### config.mk
export PLATFORM = sky130hd
export DESIGN_NAME = sum_display_mux
export DESIGN_NICKNAME = d
export VERILOG_FILES = /design/src/rtl/sum_display_pkg.sv /design/src/rtl/sum_display_mux_bcd_to_7seg.sv /design/src/rtl/sum_display_mux.sv
export SDC_FILE = /design/constraint.sdc
export NUM_CORES = 1
export LEC_CHECK = 0
export BUFFER_PORTS_ARGS = -buffer_cell sky130_fd_sc_hd__clkbuf_2
export CORE_MARGIN = 2
export CORE_UTILIZATION = 55
export CTS_CLUSTER_SIZE = 28
export DETAILED_ROUTE_END_ITERATION = 7
export PLACE_DENSITY_LB_ADDON = 0.2
export SLEW_MARGIN = 5
export SYNTH_ARGS = -nofsm -noshare
export SYNTH_HDL_FRONTEND = slang
export SYNTH_SLANG_ARGS = --single-unit
### constraint.sdc
create_clock -name clk -period 3.65 [get_ports clk]
set_input_delay 0.5475 -clock clk [delete_from_list [all_inputs] [get_ports clk]]
set_output_delay 0.5475 -clock clk [all_outputs]
set_load 0.02 [all_outputs]
### src/rtl/sum_display_pkg.sv
// Shared types and constants for the sum display slice: FSM state encoding,
// active-low segment patterns ({g,f,e,d,c,b,a}) and the BCD/sum widths.
package sum_display_pkg;

  localparam int BCD_W = 4;
  localparam int SUM_W = 5;

  typedef enum logic [1:0] {
    IDLE = 2'd0,
    CONV = 2'd1,
    FIN  = 2'd2
  } state_t;

  localparam logic [6:0] SEG_0     = 7'b1000000;
  localparam logic [6:0] SEG_1     = 7'b1111001;
  localparam logic [6:0] SEG_2     = 7'b0100100;
  localparam logic [6:0] SEG_3     = 7'b0110000;
  localparam logic [6:0] SEG_4     = 7'b0011001;
  localparam logic [6:0] SEG_5     = 7'b0010010;
  localparam logic [6:0] SEG_6     = 7'b0000010;
  localparam logic [6:0] SEG_7     = 7'b1111000;
  localparam logic [6:0] SEG_8     = 7'b0000000;
  localparam logic [6:0] SEG_9     = 7'b0010000;
  localparam logic [6:0] SEG_BLANK = 7'b1111111;

  // Double-dabble correction: a nibble of 5 or more would overflow past 9
  // after the next doubling, so it is pre-biased by 3.
  function automatic logic [BCD_W-1:0] add3(input logic [BCD_W-1:0] nib);
    return (nib >= 4'd5) ? (nib + 4'd3) : nib;
  endfunction

endpackage

### src/rtl/sum_display_mux_bcd_to_7seg.sv
// Combinational BCD digit to active-low 7-segment pattern ({g,f,e,d,c,b,a}).
// Codes above 9 never reach this decoder; they show as blank.
module bcd_to_7seg
  import sum_display_pkg::*;
(
  input  logic [BCD_W-1:0] digit,
  output logic [6:0]       seg
);

  // Look up the segment pattern for the selected digit.
  always_comb begin
    seg = SEG_BLANK;
    case (digit)
      4'd0: seg = SEG_0;
      4'd1: seg = SEG_1;
      4'd2: seg = SEG_2;
      4'd3: seg = SEG_3;
      4'd4: seg = SEG_4;
      4'd5: seg = SEG_5;
      4'd6: seg = SEG_6;
      4'd7: seg = SEG_7;
      4'd8: seg = SEG_8;
      4'd9: seg = SEG_9;
      default: seg = SEG_BLANK;
    endcase
  end

endmodule

### src/rtl/sum_display_mux.sv
// Captures the 5-bit ripple-adder result {co, zi} on a load strobe, converts
// it to two BCD digits with a sequential shift-add-3 engine and drives a
// time-multiplexed 2-digit common-anode 7-segment display.
// Optional build macro SUM_DISPLAY_BLANK_EN: blank the tens digit when it is 0.
module sum_display_mux
  import sum_display_pkg::*;
#(
  parameter int REFRESH_DIV = 50000,
  parameter int CONV_STEPS  = 5
) (
  input  logic       clk,
  input  logic       rst,
  input  logic       load,
  input  logic       co,
  input  logic [3:0] zi,
  output logic       busy,
  output logic       done,
  output logic [6:0] seg,
  output logic [1:0] an
);

  localparam int CNT_W  = (REFRESH_DIV > 2) ? $clog2(REFRESH_DIV) : 1;
  localparam int STEP_W = $clog2(CONV_STEPS + 1);

  state_t state, state_next;

  logic [SUM_W-1:0]         bin;
  logic [2*BCD_W-1:0]       bcd;
  logic [2*BCD_W-1:0]       bcd_adj;
  logic [2*BCD_W+SUM_W-1:0] shifted;
  logic [STEP_W-1:0]        step;
  logic [BCD_W-1:0]         tens;
  logic [BCD_W-1:0]         units;

  logic [CNT_W-1:0]         refresh_cnt;
  logic                     digit_sel;
  logic [BCD_W-1:0]         digit_shown;
  logic [6:0]               seg_dec;

  // State register; reset aborts any conversion in progress.
  always_ff @(posedge clk or negedge rst) begin
    if (!rst) state <= IDLE;
    else      state <= state_next;
  end

  // Next-state logic: load is only honoured in IDLE, so strobes during a
  // conversion or in FIN are dropped rather than queued.
  always_comb begin
    state_next = state;
    case (state)
      IDLE: if (load) state_next = CONV;
      CONV: if (step == STEP_W'(CONV_STEPS - 1)) state_next = FIN;
      FIN:  state_next = IDLE;
      default: state_next = IDLE;
    endcase
  end

  assign busy = (state != IDLE);

  // One double-dabble step: correct both nibbles, then shift {bcd, bin} left.
  always_comb begin
    bcd_adj = {add3(bcd[2*BCD_W-1:BCD_W]), add3(bcd[BCD_W-1:0])};
    shifted = {bcd_adj, bin} << 1;
  end

  // Conversion datapath and displayed digits; digits only change in FIN so
  // partial results never reach the display.
  always_ff @(posedge clk or negedge rst) begin
    if (!rst) begin
      bin   <= '0;
      bcd   <= '0;
      step  <= '0;
      tens  <= '0;
      units <= '0;
      done  <= 1'b0;
    end else begin
      done <= 1'b0;
      case (state)
        IDLE: begin
          if (load) begin
            bin  <= {co, zi};
            bcd  <= '0;
            step <= '0;
          end
        end
        CONV: begin
          {bcd, bin} <= shifted;
          step       <= step + 1'b1;
        end
        FIN: begin
          tens  <= bcd[2*BCD_W-1:BCD_W];
          units <= bcd[BCD_W-1:0];
          done  <= 1'b1;
        end
        default: ;
      endcase
    end
  end

  // Free-running refresh timer; each wrap hands the display to the other digit.
  always_ff @(posedge clk or negedge rst) begin
    if (!rst) begin
      refresh_cnt <= '0;
      digit_sel   <= 1'b0;
    end else if (refresh_cnt == CNT_W'(REFRESH_DIV - 1)) begin
      refresh_cnt <= '0;
      digit_sel   <= ~digit_sel;
    end else begin
      refresh_cnt <= refresh_cnt + 1'b1;
    end
  end

  // an and seg both derive from digit_sel, so they switch on the same edge.
  assign digit_shown = digit_sel ? tens : units;
  assign an          = digit_sel ? 2'b01 : 2'b10;

  bcd_to_7seg u_bcd_to_7seg (
    .digit (digit_shown),
    .seg   (seg_dec)
  );

`ifdef SUM_DISPLAY_BLANK_EN
  assign seg = (digit_sel && (tens == '0)) ? SEG_BLANK : seg_dec;
`else
  assign seg = seg_dec;
`endif

endmodule

Word level (Yosys, flattened, before mapping)
Memories as Yosys holds them, arrays and structs flattened. Index checks and enable logic that the tools add are counted.

Bits in registers: 44. Bits in read-only memories: 112. Bits of input ports: 8. Output and inout bits: 11. Word-level logic and storage cells: 43. Memories: 1.

$add $sub $neg: 4. Magnitude comparators: 2. Equality and inequality tests: 6. Mux-type cells: 15. Bitwise gates (word level): 1. Reduce and logical (&&, ||, !) cells: 5.

Memory list: (no name shown) (depth 16, width 7, rd ports 1, clocked after Yosys merged registers in 0, write ports 0, line sum_display_mux_bcd_to_7seg.sv:13) `case (digit)`.

Operator list (count): 16-bit by 1-bit adder with 16-bit output, second input constant (1); 16-bit equality test, second input constant (1); 16-bit 2-to-1 mux (1); 8-bit one-hot mux with 2 select lines (1); 5-bit one-hot mux with 2 select lines (1); 4-bit by 3-bit >= comparator with 1-bit output, second input constant (2); 4-bit 2-to-1 mux (2); 8-bit 2-to-1 mux (1); 2-bit 2-to-1 mux (3); 3-bit 2-to-1 mux (2); 3-bit one-hot mux with 2 select lines (1); 5-bit 2-to-1 mux (1); 4-bit by 2-bit adder with 4-bit output, second input constant (1); 2-bit != test, second input constant (2); 2-bit one-hot mux with 2 select lines (1); 2-bit AND reduction (2); 2-bit nonzero test (2); 3-bit by 1-bit adder with 3-bit output, second input constant (1); 3-bit by 2-bit adder with 3-bit output, second input constant (1); 3-bit equality test, second input constant (1); 2-bit by 1-bit equality test with 1-bit output, second input constant (1); 2-bit equality test, second input constant (1); 2-bit zero test (1); 1-bit 2-to-1 mux (1); 1-bit NOT (1).

Logic depth before layout (Yosys ltp)
Depth after elaboration: 3. Depth in mapped cells: 7. Mapped depth without buffers: 6.

Cells and area by module
From an unflattened synthesis, not the netlist that was laid out.

Cells, all modules: 227. Area total of the unflattened synthesis: 2312.2 um^2.

Modules (own cells, without submodules): sum_display_mux (times used 1, cells an instance 194, area an instance 2102.0 um^2, sequential area each 1101.1 um^2); bcd_to_7seg (times used 1, cells an instance 33, area an instance 210.2 um^2, sequential area each 0.0 um^2).

Worst setup path before layout
No wires, ideal clock.

Path kind: register to output. Start point: register digit_sel. End point: output seg[3]. Arrival: 1.689 ns. Data required time: 3.102 ns. Setup slack: 1.413 ns. Stages on the path, launching flop included: 8. Cell sequence: dfrtp_1 buf_2 mux2_2 inv_1 ha_1 nor2_1 o21a_1 a21oi_1.

Longest elaborated chain between the ends: 2.

Ends and longest elaborated chain: start: declaration (line sum_display_mux.sv:36) `logic digit_sel;`; start signal: assignment (line sum_display_mux.sv:107) `digit_sel <= ~digit_sel;`; 4-bit 2-to-1 mux (line sum_display_mux.sv:114) `assign digit_shown = digit_sel ? tens : units;`; memory 16 x 7 bit; end: declaration (line sum_display_mux.sv:18) `output logic [6:0] seg,`.

Every way passes these cells.

Worst setup path after layout
Same ends and word-level chain as after synthesis.

==> impl_metrics.tcl <==
set metrics [dict create \
    cts_resized 0 \
    arrival_ns 2.04 \
    avgSynthCellArea_um2 10.1 \
    core_region_area_um2 4000 \
    drv_cap 0 \
    routed_wl_mm 4.03 \
    vias_per_cell 5.32 \
    first_pass_iters 6 \
    antenna_cells 0 \
    row_count 23 \
    fin_crit_ns 2.59 \
    dpl.hpwl_mm 2.78 \
    fin_skew_ns 0.00612 \
    synth_ff_type "dfrtp_1" \
    p_clk_frac 0.174 \
    cts_root_buf "clkbuf_8" \
    stdcell_count 295 \
    io_buffers 18 \
    die-area_um2 4690 \
    setup_viol 0 \
    timing.fmax_mhz 386 \
    synthesis.area_um2 2290 \
    start_kind "flop" \
    area_delta_synth_final_pct 9.07 \
    layout-drive-gt1-share 0.163 \
    ys_seq_area_frac 0.481 \
    ys_seq_elements 44 \
    wl_per_cell_um 13.7 \
    synth_nets 246 \
    cts_tree "done" \
    vdd_drop_max_mv 0.491 \
    period_share 0.710 \
    synth-async-reset-ratio 1.00 \
    syn_inst 226 \
    r2r_cells 3 \
    first_iter_violations 70 \
    io_pins 19 \
    cts_buffers 5 \
    worst_pin_slew_ns 1.14 \
    vias 1569 \
    cts_sinks 44 \
    clk_pin_slew_ns 0.08 \
    antenna_found_initial 0 \
    internal_power_w 0.00108 \
    p_leak_nw 1.18 \
    r2r_start "state[0]$_DFFE_PN0P_" \
    hold_class "in2async" \
    worstSkewPairLatency_ns 0.29 \
    endpoint_kind "output port" \
    die_w_um 68.5 \
    slew_headroom 0.236 \
    grt_pass1_wl_mm 6.68 \
    grt_start_max_net_pins 45 \
    rsz0062_at_grt "no" \
    tns_ns 0 \
    cts_setup_buffers 0 \
    placed_cells 287 \
    slew_viol_final 0 \
    startpoint "digit_sel$_DFFE_PN0N_" \
    ctsHoldBuffers 0 \
    ant_nets 0 \
    powerDensity_nw_per_um2 709 \
    track_usage 0.194 \
    drcViolationCount 0 \
    finalHoldViolCount 0 \
    cts.htree.levels 2 \
    power_switching_w 0.000695 \
    die_h_um 68.5 \
    power_frac_comb 0.417 \
    required_ns 3.10 \
    clock_path_buffers 2 \
    ys_types 35 \
    grt_pass1_vias 1520 \
    worst-setup-path-type "reg2out" \
    cp_max_fo 7 \
    overflow 0 \
    p_seq_frac 0.408 \
    switching_share 0.392 \
    synth_edf_count 0 \
    start_util 0.572 \
    fin_nets 264 \
    outcome "completed" \
    place.gp.congestion 0.712 \
    synth_warnings 0 \
]
## stage by stage
step	util	worst slack, ns	area, µm²	hold slack [ns]	total power [W]
after global routing	0.624	0.839	2500	0.512	0.00192
after global placement	0.602	1.44	2410	0.468	0.00145
after detailed placement	0.602	1.38	2410	0.471	0.00148
final	0.624	1.06	2500	0.440	0.00177
after CTS	0.624	1.04	2500	0.478	0.00179
after floorplan	-	1.41	2290	0.252	0.00128
## worst paths after layout
kind / endpoint / slack (ns)
setup / recovery: seg[3] / 1.06
hold / removal: bin[0]$_DFFE_PN0P_ / 0.44
setup reg to reg: bcd[7]$_DFFE_PN0P_ / 1.74
hold reg to reg: bin[4]$_DFFE_PN0P_ / 0.48
max in group asynchronous: refresh_cnt[10]$_DFF_PN0_ / 2.55
min in group clk: bin[4]$_DFFE_PN0P_ / 0.48
## layout by cell type, fill, tap and decap left out
| cell | synthesis | final |
|---|---|---|
| dfrtp_1 | 44 | 44 |
| nor2_1 | 23 | 23 |
| clkbuf_2 | 0 | 18 |
| nand2_1 | 16 | 16 |
| inv_1 | 14 | 14 |
| a21oi_1 | 14 | 14 |
| xnor2_1 | 12 | 12 |
| o21ai_0 | 12 | 12 |
| ha_1 | 12 | 12 |
| mux2_2 | 10 | 10 |
| nand3_1 | 10 | 10 |
| xor2_1 | 7 | 7 |
| nor3_1 | 6 | 6 |
| clkbuf_8 | 0 | 6 |
| nor2b_1 | 4 | 4 |
| mux2i_1 | 4 | 4 |
| nand2b_1 | 4 | 4 |
| nand4_1 | 4 | 4 |
| nor3b_1 | 4 | 4 |
| a22o_1 | 4 | 4 |
| nor4_1 | 2 | 2 |
| clkbuf_1 | 2 | 2 |
| mux2i_2 | 1 | 1 |
| o22a_1 | 1 | 1 |
| o21a_1 | 1 | 1 |
| o22ai_1 | 1 | 1 |
| or2_2 | 1 | 1 |
| nor4b_2 | 1 | 1 |
| nor3_4 | 1 | 1 |
| nand3_2 | 1 | 1 |
| and3_1 | 1 | 1 |
| nor4_2 | 1 | 1 |
| o21bai_1 | 1 | 1 |
| o21ai_1 | 1 | 1 |
| o31ai_1 | 1 | 1 |
## final cells by class
class | instances | area, µm²
tap | 50 | 62.6
multi-input combinational | 161 | 1100
sequential | 44 | 1100
fill | 349 | 1500
clock buffer | 8 | 90.1
inverter | 14 | 52.6
timing repair buffer | 18 | 90.1
## synthesized netlist by cell type, drive strengths merged (2+ instances only)
| library cell | n | area [µm²] |
|---|---|---|
| inv | 14 | 52.6 |
| mux2 | 10 | 113 |
| ha | 12 | 150 |
| nor3 | 7 | 46.3 |
| mux2i | 5 | 53.8 |
| nor4 | 3 | 25.0 |
| dfrtp | 44 | 1100 |
| buf | 5 | 27.5 |
| nand2 | 16 | 60.1 |
| nor2 | 23 | 86.3 |
| nand3 | 11 | 60.1 |
| clkbuf | 2 | 7.51 |
| o21ai | 13 | 65.1 |
| nor2b | 4 | 25.0 |
| a21oi | 14 | 70.1 |
| a22o | 4 | 35.0 |
| nand2b | 4 | 25.0 |
| xnor2 | 12 | 105 |
| nand4 | 4 | 25.0 |
| xor2 | 7 | 61.3 |
| nor3b | 4 | 30.0 |
## routing by layer
layer	routed length (µm)	GRT usage	vias to the layer above
met1	2050	0.255	742
met2	1800	0.304	18
met3	116	0.0503	6
met4	67	0.0825	0
li1	-	-	803
met5	0	0	-
## cell families after synthesis
group	share of synthesized area
AO/OA/AOI/OAI	0.0907
XOR/XNOR	0.0727
AND/OR/NAND/NOR	0.179
flip-flops	0.481
adder cells (fa/ha/maj)	0.0656
multiplexers	0.0727
buffers and inverters	0.0383
## power by group through the flow
stage	clock network (W)	logic, W	registers [W]
final	0.000309	0.000739	0.000724
after global routing	0.000337	0.000834	0.000745
after CTS	0.000319	0.000745	0.000724
after detailed placement	0	0.000743	0.000733
after global placement	0	0.000725	0.000730
after floorplan	0	0.000593	0.000687
## flip-flops by register name (all words and copies together), names as in the netlist
name / cells
refresh_cnt: 16
state: 2
digit_sel: 1
bcd: 8
step: 3
units: 4
done: 1
bin: 5
tens: 4
## worst max-delay path: stages (launching register included)
cell and delay [ns]:
dfrtp_1 0.50, mux2i_1 0.47, inv_1 0.12, ha_1 0.22
nor2_1 0.10, o21a_1 0.14, a21oi_1 0.04, clkbuf_2 0.15
(Power assumes the default switching activity.)
